===== src/rtl/multi_mode_counter_gen2.sv =====
// Multi-mode up/down counter game: wins and losses are detected by boundary crossing.
// Scores accumulate until either limit is reached. All outputs come straight from flops.
module multi_mode_counter_gen2 #(
  parameter int WIDTH      = 4,
  parameter int SCORE_W    = 4,
  parameter int STEP_ALT   = 2,
  parameter int INIT_VAL   = 1,
  parameter int WIN_LIMIT  = 15,
  parameter int LOSE_LIMIT = 15
) (
  input  logic               i_clk,
  input  logic               i_rst,
  input  logic               i_start,
  input  logic               i_en,
  input  logic               i_init,
  input  logic [WIDTH-1:0]   i_load_value,
  input  logic [1:0]         i_mode,
  output logic [WIDTH-1:0]   o_count,
  output logic [SCORE_W-1:0] o_win_count,
  output logic [SCORE_W-1:0] o_lose_count,
  output logic               o_win_pulse,
  output logic               o_lose_pulse,
  output logic               o_gameover,
  output logic [1:0]         o_who
);

  localparam logic [1:0] S_IDLE = 2'd0;
  localparam logic [1:0] S_RUN  = 2'd1;
  localparam logic [1:0] S_DONE = 2'd2;

  localparam logic [WIDTH:0]     MAX_EXT  = {1'b0, {WIDTH{1'b1}}};
  localparam logic [WIDTH:0]     ALT_EXT  = (WIDTH+1)'(STEP_ALT);
  localparam logic [WIDTH-1:0]   INIT_CNT = WIDTH'(INIT_VAL);
  localparam logic [SCORE_W-1:0] WIN_LIM  = SCORE_W'(WIN_LIMIT);
  localparam logic [SCORE_W-1:0] LOSE_LIM = SCORE_W'(LOSE_LIMIT);

  logic [1:0]         r_state;
  logic [WIDTH-1:0]   r_count;
  logic [SCORE_W-1:0] r_win_count;
  logic [SCORE_W-1:0] r_lose_count;
  logic               r_win_pulse;
  logic               r_lose_pulse;
  logic               r_gameover;
  logic [1:0]         r_who;

  logic [1:0]         w_state_nxt;
  logic [WIDTH-1:0]   w_count_nxt;
  logic [SCORE_W-1:0] w_win_nxt;
  logic [SCORE_W-1:0] w_lose_nxt;
  logic               w_win_pulse_nxt;
  logic               w_lose_pulse_nxt;
  logic               w_gameover_nxt;
  logic [1:0]         w_who_nxt;

  logic [WIDTH:0]     w_step;
  logic [WIDTH:0]     w_sum;
  logic               w_win_hit;
  logic               w_lose_hit;
  logic [SCORE_W-1:0] w_win_inc;
  logic [SCORE_W-1:0] w_lose_inc;

  // Crossing detection done one bit wider so a large step cannot wrap past the boundary.
  assign w_step     = i_mode[0] ? ALT_EXT : {{WIDTH{1'b0}}, 1'b1};
  assign w_sum      = {1'b0, r_count} + w_step;
  assign w_win_hit  = (w_sum >= MAX_EXT);
  assign w_lose_hit = ({1'b0, r_count} <= w_step);
  assign w_win_inc  = r_win_count + {{(SCORE_W-1){1'b0}}, 1'b1};
  assign w_lose_inc = r_lose_count + {{(SCORE_W-1){1'b0}}, 1'b1};

  // Next-state and next-output computation for the game FSM.
  always_comb begin
    w_state_nxt      = r_state;
    w_count_nxt      = r_count;
    w_win_nxt        = r_win_count;
    w_lose_nxt       = r_lose_count;
    w_win_pulse_nxt  = 1'b0;
    w_lose_pulse_nxt = 1'b0;
    w_gameover_nxt   = r_gameover;
    w_who_nxt        = r_who;
    case (r_state)
      S_IDLE, S_DONE: begin
        if (i_start) begin
          w_state_nxt    = S_RUN;
          w_count_nxt    = INIT_CNT;
          w_win_nxt      = {SCORE_W{1'b0}};
          w_lose_nxt     = {SCORE_W{1'b0}};
          w_gameover_nxt = 1'b0;
          w_who_nxt      = 2'b00;
        end else begin
          w_state_nxt = r_state;
        end
      end
      S_RUN: begin
        if (!i_en) begin
          w_count_nxt = r_count;
        end else if (i_init) begin
          w_count_nxt = i_load_value;
        end else if (!i_mode[1]) begin
          if (w_win_hit) begin
            w_count_nxt     = INIT_CNT;
            w_win_nxt       = w_win_inc;
            w_win_pulse_nxt = 1'b1;
            if (w_win_inc == WIN_LIM) begin
              w_state_nxt    = S_DONE;
              w_gameover_nxt = 1'b1;
              w_who_nxt      = 2'b10;
            end else begin
              w_state_nxt = S_RUN;
            end
          end else begin
            w_count_nxt = w_sum[WIDTH-1:0];
          end
        end else begin
          if (w_lose_hit) begin
            w_count_nxt      = INIT_CNT;
            w_lose_nxt       = w_lose_inc;
            w_lose_pulse_nxt = 1'b1;
            if (w_lose_inc == LOSE_LIM) begin
              w_state_nxt    = S_DONE;
              w_gameover_nxt = 1'b1;
              w_who_nxt      = 2'b01;
            end else begin
              w_state_nxt = S_RUN;
            end
          end else begin
            w_count_nxt = r_count - w_step[WIDTH-1:0];
          end
        end
      end
      default: begin
        w_state_nxt = S_IDLE;
      end
    endcase
  end

  // State and output registers, cleared asynchronously.
  always_ff @(posedge i_clk or posedge i_rst) begin
    if (i_rst) begin
      r_state      <= S_IDLE;
      r_count      <= {WIDTH{1'b0}};
      r_win_count  <= {SCORE_W{1'b0}};
      r_lose_count <= {SCORE_W{1'b0}};
      r_win_pulse  <= 1'b0;
      r_lose_pulse <= 1'b0;
      r_gameover   <= 1'b0;
      r_who        <= 2'b00;
    end else begin
      r_state      <= w_state_nxt;
      r_count      <= w_count_nxt;
      r_win_count  <= w_win_nxt;
      r_lose_count <= w_lose_nxt;
      r_win_pulse  <= w_win_pulse_nxt;
      r_lose_pulse <= w_lose_pulse_nxt;
      r_gameover   <= w_gameover_nxt;
      r_who        <= w_who_nxt;
    end
  end

  assign o_count      = r_count;
  assign o_win_count  = r_win_count;
  assign o_lose_count = r_lose_count;
  assign o_win_pulse  = r_win_pulse;
  assign o_lose_pulse = r_lose_pulse;
  assign o_gameover   = r_gameover;
  assign o_who        = r_who;

endmodule


===== config.mk =====
export PLATFORM = sky130hd
export DESIGN_NAME = multi_mode_counter_gen2
export DESIGN_NICKNAME = d
export VERILOG_FILES = /design/src/rtl/multi_mode_counter_gen2.sv
export SDC_FILE = /design/constraint.sdc
export NUM_CORES = 1
export LEC_CHECK = 0
export CELL_PAD_IN_SITES_DETAIL_PLACEMENT = 0
export CELL_PAD_IN_SITES_GLOBAL_PLACEMENT = 2
export CORE_MARGIN = 4
export CORE_UTILIZATION = 33
export DETAILED_ROUTE_END_ITERATION = 10
export DONT_BUFFER_PORTS = 1
export GPL_ROUTABILITY_DRIVEN = 0
export PLACE_DENSITY = 0.72
export SLEW_MARGIN = 10
export SYNTH_ARGS = -nofsm -noshare
export SYNTH_HDL_FRONTEND = slang
export SYNTH_SLANG_ARGS = --single-unit

===== constraint.sdc =====
create_clock -name i_clk -period 2.3 [get_ports i_clk]
set_input_delay 0.69 -clock i_clk [delete_from_list [all_inputs] [get_ports i_clk]]
set_output_delay 0.69 -clock i_clk [all_outputs]
set_load 0.01 [all_outputs]

==> results.cfg <==
[outcome]
status = finished clean

[die]
die_width_um = 72.1
dieArea_mm2 = 0.00520
dieHeight_um = 72.1
num_io_pins = 28
initial_core_util_pct = 33.9
placeableCoreArea_mm2 = 0.00400
std_cell_rows = 23

[clock_network]
cts.sinks = 19
tritoncts = yes
cts_buffers = 3
clk_root_buffer_cell = sky130_fd_sc_hd__clkbuf_8
clk_transition_reported_paths_ns = 0.07
clock_insertion_delay_worst_skew_ns = 0.25
max-clock-path-buffers = 2
htree_num_levels = 1

[synth]
synth-edff-count = 0
synthesis.instances = 152
synthArstFlopShare_pct = 100
synth.most_common_cell = sky130_fd_sc_hd__dfrtp_1
register_bit_total_from_synthesis = 19
synth_top_cells_by_count = sky130_fd_sc_hd__dfrtp_1, sky130_fd_sc_hd__nand2_1, sky130_fd_sc_hd__inv_1, sky130_fd_sc_hd__nor2_1
synth_top_cells_by_area = sky130_fd_sc_hd__dfrtp_1, sky130_fd_sc_hd__ha_1, sky130_fd_sc_hd__nand2_1
post_synth_instance_area_mm2 = 0.00136
ys_types = 46
yosysTopAreaCellShare_pct = 35.1
synth-warning-count = 0
synth-seq-area-share_pct = 35.1
synth_fp_nets = 173
avgSynthCellArea_um2 = 8.91
synth.largest_area_cell = sky130_fd_sc_hd__dfrtp_1
dominantRegCellSynth = sky130_fd_sc_hd__dfrtp_1

[sta]
max_freq_mhz = 449
fin_worst_hold_slack_ns = 0.436
total_of_endpoints_with_negative_setup_slack_in_the_final_report = 0
max_slew.worst_pin.slew_ns = 0.719
rsz0062_at_grt = yes
worst_slew_margin_rel_pct = 52.0
final-hold-violation-count = 0
post-route-period-util_pct = 96.9
slew_viol_final = 0
fin_crit_ns = 2.23
final_critical_path_setup_slack_ns = 0.0711
clock_skew_ns = 0.00283
finalSetupTns_ns = 0

[global_routing]
antenna_found_initial = 0
grt_first_pass_wirelength_um = 6000
grt_pass1_vias = 1137
grt.overflow.total = 0
groute.usage.overall_pct = 14.8
grt_start_max_net_pins = 20

[pwr]
seq_power_share_pct = 38.6
power.static_leakage_nw = 0.738
vdd_drop_max_mv = 0.477
internal_power_w = 0.000856
powerDensity_mw_per_mm2 = 853
clock_network_fraction_of_total_power_pct = 16.3
fin_total_pwr_w = 0.00144
switching_power_w = 0.000582
comb_power_share_pct = 45.2
switching_share_of_power_pct = 40.5

[setup_path]
crit-reg2reg-capture = o_count[2]
timing.rr.start = o_count[0]
timing.critical_path.required_ns = 2.48
rrSetupSlack_ns = 0.10
crit_path_max_fanout = 7
end_kind = register
critical_path_class = in2reg
critPathArrivalTime_ns = 2.41
worstRegToRegCells = 8
worstSetupStartpointType = input port

[finish]
fillCellCount = 403
multi_input_comb_area_um2 = 886
synthToLayoutAreaGrowth_pct = 24.4
diodes = 0
layout.area.seq_um2 = 477
post_layout_nonfiller_instances = 223
final_layout_size_suffix_gt1_share_pct = 26.6
finish.net_count = 195

[detailed_routing]
detail_route.drc_violations = 0
average_wire_per_cell_in_the_routed_design_um = 15.9
detail_route.first_pass.iterations = 4
ratio_of_routed_vias_to_standard_cells = 5.23
route.antenna.remaining_nets = 0
routed-via-count = 1166
totalWireLength_um = 3550
initialDrtViolationCount = 19

[placed_design]
hpwl_um = 2860
post-place-ws_ns = -0.295
buffer_ports.inserted = 0
dp.cells = 216

[hold_path]
min-delay-path-class = in2async

[flow_run]
drv_cap = 0
==> how the worst max path moves through the flow <==
| stage | from | endpoint | cells after the start |
|---|---|---|---|
| after floorplan | i_mode[0] | r_state[0] | 9 |
| after global placement | i_mode[0] | o_lose_count[0] | 10 |
| after detailed placement | i_mode[0] | o_lose_count[0] | 10 |
| after CTS | i_mode[0] | r_state[1] | 9 |
| after global routing | o_count[0] | r_state[1] | 8 |
| final | i_mode[0] | o_lose_count[0] | 10 |
==> cell type report <==
type,count,share of cell area [%]
inverters,11,2.75
clock buffers,4,2.67
multi-input cells,117,52.6
well taps,50,3.71
flip-flops and latches,19,28.3
repair buffers,22,10.0
==> logic make-up (layout without fill, tap and decap cells) <==
family                   Yosys count  count (layout)  synth area share, %
AO/OA/AOI/OAI                     49              49                 27.5
XOR/XNOR                           6               6                 3.88
adder cells (fa/ha/maj)           10              10                 10.3
buffers and inverters             16              37                 4.89
flip-flops                        19              19                 35.1
AND/OR/NAND/NOR                   52              52                 18.3
==> sequential cells by signal (all words and copies together) (netlist names) <==
name and count:
o_count 4, o_gameover 1, o_lose_count 4, o_lose_pulse 1, o_who 2, o_win_count 4, o_win_pulse 1, r_state 2
==> per-layer routing <==
metal  up-vias  routed length, µm  track usage [%]
met1       558               1660             20.9
met5         -                  0                0
met2        25               1640             22.3
li1        581                  -                -
met4         0                 13             1.88
met3         2                243             5.26
==> through the flow <==
step                      cell area (µm²)  utilization [%]
final                                1690             42.1
after global routing                 1690             42.1
after CTS                            1630             40.7
after detailed placement             1560             39.0
after global placement               1560             39.0
after floorplan                      1380                -
==> placed cells by master, fill, tap and decap left out, types with 4 or more instances in the layout <==
cell type                  synthesis  layout
sky130_fd_sc_hd__nor2b_1           4       4
sky130_fd_sc_hd__a31oi_1           5       5
sky130_fd_sc_hd__o21ai_0           5       5
sky130_fd_sc_hd__a21oi_1           7       6
sky130_fd_sc_hd__nand3_1           8       8
sky130_fd_sc_hd__inv_1            11       9
sky130_fd_sc_hd__buf_4             1      21
sky130_fd_sc_hd__dfrtp_1          19      18
sky130_fd_sc_hd__nor2_1           11      11
sky130_fd_sc_hd__nand2b_1          4       4
sky130_fd_sc_hd__o21ai_1           6       6
sky130_fd_sc_hd__ha_1              8       6
sky130_fd_sc_hd__nand2_1          18      18
==> power by group through the flow <==
stage | sequential (W) | combinational [W] | clock [W]
2_1_floorplan | 0.000524 | 0.000428 | 0
3_3_place_gp | 0.000555 | 0.000591 | 0
3_5_place_dp | 0.000560 | 0.000604 | 0
4_1_cts | 0.000558 | 0.000619 | 0.000241
5_1_grt | 0.000572 | 0.000731 | 0.000256
6_report | 0.000555 | 0.000649 | 0.000234
==> critical path: stages <==
cell and delay, ns:
sky130_fd_sc_hd__inv_6 0.04, sky130_fd_sc_hd__buf_6 0.09, sky130_fd_sc_hd__ha_4 0.12, sky130_fd_sc_hd__inv_2 0.04, sky130_fd_sc_hd__fa_2 0.42, sky130_fd_sc_hd__a211oi_4 0.31
sky130_fd_sc_hd__a21oi_2 0.10, sky130_fd_sc_hd__a21o_4 0.22, sky130_fd_sc_hd__or2_1 0.24, sky130_fd_sc_hd__o21ai_1 0.13
==> repair_timing <==
action,4_1_cts,5_1_grt
endpoints found under the setup margin,5,14
endpoints found under the hold margin,0,0
resized for setup,4,11
hold buffers,0,0
buffers inserted,1,2
pin swaps,6,8
(Power assumes the default switching activity.)
